**src/rtl/instr_fetch_if.sv**
```systemverilog
// Fetch-unit bus: start strobe, ROM read port, issue handshake towards the CU and status.
// The master modport is the fetch unit; the slave modport is the ROM/CU environment.
`timescale 1ns / 1ps
interface instr_fetch_if;
   logic        start;
   logic [7:0]  rom_address;
   logic        rom_read_enable;
   logic [15:0] rom_data;
   logic [3:0]  opcode;
   logic [5:0]  dest;
   logic [5:0]  src;
   logic        instr_valid;
   logic        instr_ready;
   logic [7:0]  pc;
   logic        halted;

   modport master (
      input  start, rom_data, instr_ready,
      output rom_address, rom_read_enable, opcode, dest, src, instr_valid, pc, halted
   );

   modport slave (
      output start, rom_data, instr_ready,
      input  rom_address, rom_read_enable, opcode, dest, src, instr_valid, pc, halted
   );
endinterface

```
**src/rtl/instr_fetch.sv**
```systemverilog
// Instruction fetch unit: reads 16-bit words from a one-cycle-latency ROM, stops on HALT
// (opcode 4'hF) and issues everything else to the CU over a valid/ready handshake.
// Optional feature: define FETCH_JUMP_EN to resolve JMP (opcode 4'hD) inside the fetch unit;
// the jump target is the low byte of the instruction and the JMP itself is never issued.
`timescale 1ns / 1ps
module instr_fetch (
   input  logic              clk,
   input  logic              rst,
   instr_fetch_if.master     bus
);

   localparam logic [3:0] OpHalt = 4'b1111;
`ifdef FETCH_JUMP_EN
   localparam logic [3:0] OpJmp  = 4'b1101;
`endif

   typedef enum logic [2:0] {StIdle, StFetch, StWait, StIssue, StHalt} state_e;

   state_e      state_q, state_d;
   logic [7:0]  pc_q, pc_d;
   logic [15:0] ir_q, ir_d;

   // State, program counter and instruction register; reset wins over every other input.
   always_ff @(posedge clk) begin
      if (rst) begin
         state_q <= StIdle;
         pc_q    <= 8'h00;
         ir_q    <= 16'h0000;
      end else begin
         state_q <= state_d;
         pc_q    <= pc_d;
         ir_q    <= ir_d;
      end
   end

   // Next-state logic: the ROM word is only looked at in WAIT, one cycle after the strobe.
   always_comb begin
      state_d = state_q;
      pc_d    = pc_q;
      ir_d    = ir_q;
      case (state_q)
         StIdle:  if (bus.start) state_d = StFetch;
         StFetch: state_d = StWait;
         StWait: begin
            ir_d = bus.rom_data;
            pc_d = pc_q + 8'd1;  // wraps 8'hFF -> 8'h00 naturally
            if (bus.rom_data[15:12] == OpHalt) begin
               state_d = StHalt;
`ifdef FETCH_JUMP_EN
            end else if (bus.rom_data[15:12] == OpJmp) begin
               pc_d    = bus.rom_data[7:0];
               state_d = StFetch;
`endif
            end else begin
               state_d = StIssue;
            end
         end
         StIssue: if (bus.instr_ready) state_d = StFetch;
         StHalt:  state_d = StHalt;  // only rst leaves HALT
         default: state_d = StIdle;
      endcase
   end

   // Moore outputs: decoded from the state register only, fields from the latched word.
   always_comb begin
      bus.rom_read_enable = (state_q == StFetch);
      bus.rom_address     = (state_q == StFetch) ? pc_q : 8'h00;
      bus.instr_valid     = (state_q == StIssue);
      bus.halted          = (state_q == StHalt);
      bus.opcode          = ir_q[15:12];
      bus.dest            = ir_q[11:6];
      bus.src             = ir_q[5:0];
      bus.pc              = pc_q;
   end

endmodule

```
**src/flat_wrapper.sv**
```systemverilog
// flat-port wrapper written by rule: the top's interface ports become plain ports
module instr_fetch_flat 
  (clk, rst, bus_start, bus_rom_data, bus_instr_ready, bus_rom_address, bus_rom_read_enable, bus_opcode, bus_dest, bus_src, bus_instr_valid, bus_pc, bus_halted);
  instr_fetch_if bus_i ();
  input  logic clk;
  input  logic rst;
  input wire logic [$bits(bus_i.start)-1:0] bus_start;
  input wire logic [$bits(bus_i.rom_data)-1:0] bus_rom_data;
  input wire logic [$bits(bus_i.instr_ready)-1:0] bus_instr_ready;
  output wire logic [$bits(bus_i.rom_address)-1:0] bus_rom_address;
  output wire logic [$bits(bus_i.rom_read_enable)-1:0] bus_rom_read_enable;
  output wire logic [$bits(bus_i.opcode)-1:0] bus_opcode;
  output wire logic [$bits(bus_i.dest)-1:0] bus_dest;
  output wire logic [$bits(bus_i.src)-1:0] bus_src;
  output wire logic [$bits(bus_i.instr_valid)-1:0] bus_instr_valid;
  output wire logic [$bits(bus_i.pc)-1:0] bus_pc;
  output wire logic [$bits(bus_i.halted)-1:0] bus_halted;
  assign bus_i.start = bus_start;
  assign bus_i.rom_data = bus_rom_data;
  assign bus_i.instr_ready = bus_instr_ready;
  assign bus_rom_address = bus_i.rom_address;
  assign bus_rom_read_enable = bus_i.rom_read_enable;
  assign bus_opcode = bus_i.opcode;
  assign bus_dest = bus_i.dest;
  assign bus_src = bus_i.src;
  assign bus_instr_valid = bus_i.instr_valid;
  assign bus_pc = bus_i.pc;
  assign bus_halted = bus_i.halted;
  instr_fetch u_core (.clk(clk), .rst(rst), .bus(bus_i));
endmodule
```
**config.mk**
```make
export PLATFORM = sky130hd
export DESIGN_NAME = instr_fetch_flat
export DESIGN_NICKNAME = d
export VERILOG_FILES = /design/src/rtl/instr_fetch_if.sv /design/src/rtl/instr_fetch.sv /design/src/flat_wrapper.sv
export SDC_FILE = /design/constraint.sdc
export NUM_CORES = 1
export LEC_CHECK = 0
export BUFFER_PORTS_ARGS = -buffer_cell sky130_fd_sc_hd__buf_2
export CELL_PAD_IN_SITES_DETAIL_PLACEMENT = 1
export CELL_PAD_IN_SITES_GLOBAL_PLACEMENT = 2
export CORE_ASPECT_RATIO = 0.6
export CORE_MARGIN = 2
export CORE_UTILIZATION = 24
export DETAILED_ROUTE_END_ITERATION = 10
export PLACE_DENSITY_LB_ADDON = 0.1
export SLEW_MARGIN = 20
export SYNTH_ARGS = -nofsm -noshare
export SYNTH_HDL_FRONTEND = slang
export SYNTH_SLANG_ARGS = --single-unit
export TNS_END_PERCENT = 5
```
**constraint.sdc**
```tcl
create_clock -name clk -period 2.1 [get_ports clk]
set_input_delay 0.42 -clock clk [delete_from_list [all_inputs] [get_ports clk]]
set_output_delay 0.42 -clock clk [all_outputs]
set_load 0.02 [all_outputs]
```
==> results.yml, run 1 <==
run_status:
  status: "finished, final reports clean"
global_route:
  grt_pass1_vias: 1139
  antenna_found_initial: 0
  grt_pass1_wl_mm: 5.46
  track_usage: 0.130
  globalRouteOverflowTotal: 0
  grt_max_degree: 22
final_layout:
  diodes: 0
  nets: 214
  drive_gt1_frac: 0.344
  final_area_sq_um: 1510
  area_growth_pct: 35.7
pwr:
  pwr-share-seq: 0.538
  clkPwrFrac: 0.296
  pwr_density_cell_nw_per_um2: 683
  p_int_mw: 0.733
  p_sw_frac: 0.290
  switching_power_mw: 0.299
  ir_worst_vdd_v: 0.000269
  power_frac_comb: 0.166
  power.leakage_nw: 0.678
place:
  gp_congestion: 0.709
  numPortBuffers: 54
  dp_hpwl_mm: 2.36
  placedInstanceArea_sq_um: 1470
floorplanning:
  io_pins: 55
  dieArea_sq_um: 5220
  die_h_um: 56.8
  fp-row-count: 19
  die_x_um: 92.0
  core_sq_um: 4520
  start_util: 0.247
routing:
  drt.antenna.violating_nets: 0
  wl_per_cell_um: 12.8
  dr_total_vias: 1134
  drt_pass1_iterations: 4
  routed_via_density: 4.45
  post-route-drc-count: 0
  drt-total-wl_mm: 3.26
  drtIter0Drc: 49
critical_path:
  crit_type: "reg2out"
  critical-path-top-delay-family: "buffers and inverters"
  arrival_ps: 1470
  r2r_end: "u_core.bus.pc[3]$_SDFFE_PP0N_"
  cp_data_required_time_ps: 1680
  critPathCaptureType: "primary output"
  cp-startpoint: "u_core.state_q[0]$_SDFFE_PP0P_"
  rr_worst_depth: 4
  worst_setup_path_start_kind: "flip-flop"
  critPathMaxStageDelay_ps: 430
  r2r_start: "u_core.state_q[1]$_SDFFE_PP0P_"
  critPathSlowestCell: "dfxtp_1"
  cp_cell_sequence: "inv_1, nor3_1, buf_4, and2_1, buf_2"
  r2r_setup_slack_ps: 350
  critPathBufInv: 3
  path_max_fanout: 9
timing:
  timing.fmax_mhz: 530
  rsz0062_at_grt: "no"
  setup_viol: 0
  relSlewSlack: 0.818
  finalCriticalPeriod_ps: 1890
  hold_violations: 0
  whs_ps: 370
  fin_tns_setup_ps: 0
  drv_slew: 0
  clock_skew_ps: 3.30
  worst_pin_slew_ps: 273
  period_share: 0.898
synth:
  yosys.area_share.simple: 0.292
  synth_common_cells: "nand2_1 (36), dfxtp_1 (27), a21oi_1 (21), and2_1 (9)"
  netlist_area_sq_um: 1110
  yosys-top-cells-area: "dfxtp_1 (48%), nand2_1 (12%), a21oi_1 (9.4%)"
  avgSynthCellArea_sq_um: 8.14
  synth_flop_cell: "dfxtp_1"
  yosys.cell_count.top_type: "nand2_1"
  synthCells: 137
  synth_edf_count: 0
  synth_xor_area_frac: 0.00786
  yosysSeqAreaShare: 0.485
  yosys_warnings: 0
  syn-num-nets: 158
  synth_top_area_cell: "dfxtp_1"
  ys_types: 28
  synthAdderAreaFrac: 0.0112
  synth_top_area_frac: 0.485
  synth_compound_area_frac: 0.149
  synth_mux_area_frac: 0.0236
  synth-seq-cells: 27
  async_reset_ff_frac: 0
  synth_top_family_by_area: "simple AND/OR/NAND/NOR gates"
min_path:
  min_path_cells: 3
  min_path_type: "in2reg"
  worstHoldStart: "bus_rom_data[8]"
  min_to: "u_core.ir_q[8]$_SDFFE_PP0N_"
cts:
  clk_pin_slew_ps: 100
  cts_root_buffer: "clkbuf_8"
  ctsResizeCount: 0
  tritoncts: "built"
  cts_sinks: 27
  cts_setup_buffers: 0
  clk_latency_ps: 270
  clk_path_buf_depth: 2
  cts_buffers: 3
  h-tree-depth: 1
  hold_buffers: 0
run:
  max-cap-violations: 0
-- tightest hold or removal path: stages --
cell and delay (ps):
buf_2 90, nand2_1 40, a21oi_1 50
-- worst max path at each step --
stage	slack, ps	to	cells past startpoint
4_1_cts	200	bus_rom_address[2]	5
3_3_place_gp	430	u_core.bus.pc[6]$_SDFFE_PP0N_	3
3_5_place_dp	350	u_core.bus.pc[3]$_SDFFE_PP0N_	4
5_1_grt	50	bus_rom_address[3]	5
6_report	210	bus_rom_address[2]	5
2_1_floorplan	140	bus_rom_address[0]	3
-- routing by layer --
| layer | GRT usage | share of wire |
|---|---|---|
| met4 | 0.0192 | 0.0043 |
| met5 | 0 | 0 |
| met1 | 0.165 | 0.49 |
| met3 | 0.0403 | 0.066 |
| met2 | 0.222 | 0.44 |
-- flip-flops by register name, summed over array words and instances, names as in the netlist --
name / count
u_core.ir_q: 16
u_core.state_q: 3
u_core.bus.pc: 8
-- cell type report --
cell class / instances / area (sq um)
clock buffers: 3 / 41.3
flip-flops and latches: 27 / 541
clock inverters: 1 / 5.00
well taps: 63 / 78.8
inverters: 2 / 7.51
repair buffers: 58 / 300
multi-input cells: 101 / 539
fillers: 572 / 3000
-- cell usage in the layout (no fill, tap or decap) --
master / synthesis / final
a211oi_1: 1 / 1
a21boi_0: 1 / 1
a21oi_1: 21 / 21
a31oi_1: 1 / 1
and2_1: 9 / 9
buf_2: 1 / 54
buf_4: 0 / 4
clkbuf_8: 0 / 3
clkinv_2: 0 / 1
dfxtp_1: 27 / 27
ha_1: 1 / 1
inv_1: 2 / 2
mux2_2: 1 / 1
mux2_4: 1 / 1
nand2_1: 36 / 36
nand3_1: 1 / 1
nand4_1: 4 / 4
nor2_1: 5 / 5
nor2b_1: 2 / 2
nor3_1: 2 / 2
nor3b_1: 1 / 1
nor3b_2: 1 / 1
o21ai_0: 3 / 3
o21ba_2: 1 / 1
o31ai_1: 2 / 2
or3_1: 3 / 3
or3b_1: 1 / 1
or4_1: 2 / 2
xnor2_1: 1 / 1
-- cell families after synthesis --
family                   after synthesis
AND/OR/NAND/NOR                       67
AO/OA/AOI/OAI                         30
flip-flops                            27
buffers and inverters                  9
multiplexers                           2
XOR/XNOR                               1
adder cells (fa/ha/maj)                1
-- metrics by stage --
stage	total power, mW	cells	setup WS, ps	util
final	1.03	255	215	0.335
after global routing	1.09	255	50.8	0.335
after CTS	1.05	255	201	0.335
after detailed placement	0.742	251	349	0.325
after global placement	0.736	251	427	0.325
after floorplan	0.667	137	138	-
-- power groups by stage --
stage / clock (mW) / combinational, mW / sequential [mW]
finish: 0.306 / 0.172 / 0.555
global route: 0.337 / 0.191 / 0.560
CTS: 0.323 / 0.175 / 0.556
detailed placement: 0 / 0.174 / 0.568
global placement: 0 / 0.169 / 0.566
floorplan: 0 / 0.0770 / 0.590
Note: power is estimated with default switching activity, not from simulation.
==> inputs of run 2 (changes only) <==
--- a/config.mk
+++ b/config.mk
@@ -10,7 +10,8 @@
 export CELL_PAD_IN_SITES_GLOBAL_PLACEMENT = 2
 export CORE_ASPECT_RATIO = 0.6
 export CORE_MARGIN = 2
-export CORE_UTILIZATION = 24
+export CORE_UTILIZATION = 25
+export CTS_BUF_LIST = sky130_fd_sc_hd__clkbuf_2 sky130_fd_sc_hd__clkbuf_4 sky130_fd_sc_hd__clkbuf_8
 export DETAILED_ROUTE_END_ITERATION = 10
 export PLACE_DENSITY_LB_ADDON = 0.1
 export SLEW_MARGIN = 20
==> run 2 against run 1 <==
Utilization up 2.7 points. Critical path depth stayed put. Power shrank 0.22%. Sequential share of layout area down 0.088 points. Clock power shrank 1%. Maximum frequency is 0.29% higher. Largest cell class unchanged.
==> results.yml, run 2 (synthesis gave the netlist of run 1 again) <==
cts:
  cts_buffers: 3
  clk_latency_ps: 270
  cts_root_buffer: "clkbuf_8"
  h-tree-depth: 1
  hold_buffers: 0
  tritoncts: "built"
  cts_sinks: 27
  cts_setup_buffers: 0
  clk_pin_slew_ps: 100
  ctsResizeCount: 0
  clk_path_buf_depth: 2
min_path:
  min_path_cells: 3
  min_path_type: "in2reg"
  min_to: "u_core.ir_q[11]$_SDFFE_PP0N_"
  worstHoldStart: "bus_rom_data[11]"
place:
  post-place-ws_ps: 468
  gp_congestion: 0.699
  dp_hpwl_mm: 2.41
  numPortBuffers: 54
final_layout:
  nets: 215
  largest_register_ffs: 16
  largest-register: "u_core.ir_q"
  final_cell_mix: "buf_2 (54), nand2_1 (36), dfxtp_1 (27), a21oi_1 (21), and2_1 (9)"
  final_common_cell: "buf_2"
  drive_gt1_frac: 0.347
  diodes: 0
  area_growth_pct: 36.0
  finish.utilization: 0.362
floorplanning:
  core_sq_um: 4190
  die_x_um: 90.2
  fp-row-count: 18
  die_h_um: 55.7
  start_util: 0.266
  io_pins: 55
  dieArea_sq_um: 5030
pwr:
  power.leakage_nw: 0.683
  ir_worst_vdd_v: 0.000225
  pwr-share-seq: 0.539
  switching_power_mw: 0.295
  clkPwrFrac: 0.293
  p_int_mw: 0.735
  p_sw_frac: 0.286
  power_frac_comb: 0.169
  pwr_density_cell_nw_per_um2: 679
  total_power_mw: 1.03
critical_path:
  crit_type: "reg2out"
  arrival_ps: 1460
  r2r_end: "u_core.bus.pc[3]$_SDFFE_PP0N_"
  cp_cell_sequence: "inv_1, nor3_1, buf_4, and2_1, buf_2"
  worst_setup_path_start_kind: "flip-flop"
  r2r_start: "u_core.state_q[1]$_SDFFE_PP0P_"
  critPathBufInv: 3
  critPathSlowestCell: "dfxtp_1"
  rr_worst_depth: 4
  critPathMaxStageDelay_ps: 430
  critical-path-top-delay-family: "buffers and inverters"
  r2r_setup_slack_ps: 440
  path_max_fanout: 9
  cp_data_required_time_ps: 1680
  critPathCaptureType: "primary output"
timing:
  clock_skew_ps: 2.94
  hold_violations: 0
  period_share: 0.895
  timing.fmax_mhz: 532
  setup_viol: 0
  setup_ws_ps: 220
  finalCriticalPeriod_ps: 1880
  rsz0062_at_grt: "no"
  drv_slew: 0
  fin_tns_setup_ps: 0
  worst_pin_slew_ps: 325
  relSlewSlack: 0.784
global_route:
  track_usage: 0.135
  grt_max_degree: 24
  grt_pass1_wl_mm: 5.44
  antenna_found_initial: 0
  grt_pass1_vias: 1109
  globalRouteOverflowTotal: 0
routing:
  drt-total-wl_mm: 3.23
  drt_pass1_iterations: 2
  wl_per_cell_um: 12.8
  dr_total_vias: 1138
  routed_via_density: 4.50
  post-route-drc-count: 0
  drt.antenna.violating_nets: 0
  drtIter0Drc: 26
run_status:
  status: "finished, final reports clean"
run:
  max-cap-violations: 0
==> run 2: cell count changes in the layout (fill, tap and decap cells not counted) <==
cell | before | now
buf_4 | 4 | 5
==> run 2: per-layer routing <==
layer / vias to the layer above / track usage / wire (um) / part of all wire
met5: - / 0 / 0 / 0
met1: 527 / 0.177 / 1580 / 0.49
met3: 2 / 0.0434 / 212 / 0.066
met2: 34 / 0.213 / 1410 / 0.44
met4: 0 / 0.0396 / 27 / 0.0084
li1: 575 / - / - / -
==> run 2: worst max-delay path by stage <==
stage	startpoint	end	cells after the start
after floorplan	u_core.state_q[0]$_SDFFE_PP0P_	bus_rom_address[0]	3
after detailed placement	u_core.state_q[1]$_SDFFE_PP0P_	u_core.bus.pc[3]$_SDFFE_PP0N_	4
after CTS	u_core.state_q[0]$_SDFFE_PP0P_	bus_rom_address[0]	5
after global routing	u_core.state_q[0]$_SDFFE_PP0P_	bus_rom_address[1]	5
final	u_core.state_q[0]$_SDFFE_PP0P_	bus_rom_address[0]	5
after global placement	u_core.state_q[1]$_SDFFE_PP0P_	u_core.bus.pc[6]$_SDFFE_PP0N_	3
==> run 2: worst register-to-register path: cells and delay by family, from the launching register on <==
kind | cells | cell delay [ps]
simple gates | 2 | 790
compound gates | 1 | 140
buf+inv | 1 | 240
flops | 1 | 430
==> run 2: through the flow <==
step | hold slack, ps | instance area, sq um | std cells
detailed placement | 448 | 1470 | 249
floorplan | 510 | 1110 | 137
global route | 376 | 1520 | 253
CTS | 372 | 1520 | 253
finish | 378 | 1520 | 253
global placement | 441 | 1470 | 249
==> run 2: area by class of cell <==
class                      count  area (sq um)
clock buffer                   3          41.3
clock inverter                 1          5.00
fill                         551          2670
inverter                       2          7.51
multi-input combinational    101           539
sequential                    27           541
tap                           60          75.1
timing repair buffer          59           308
==> run 2: power groups by stage <==
stage               registers, mW  logic, mW  clock network (mW)
floorplan                   0.590     0.0770                   0
global placement            0.566      0.173                   0
detailed placement          0.567      0.177                   0
CTS                         0.555      0.177               0.317
global route                0.559      0.195               0.340
finish                      0.555      0.174               0.302
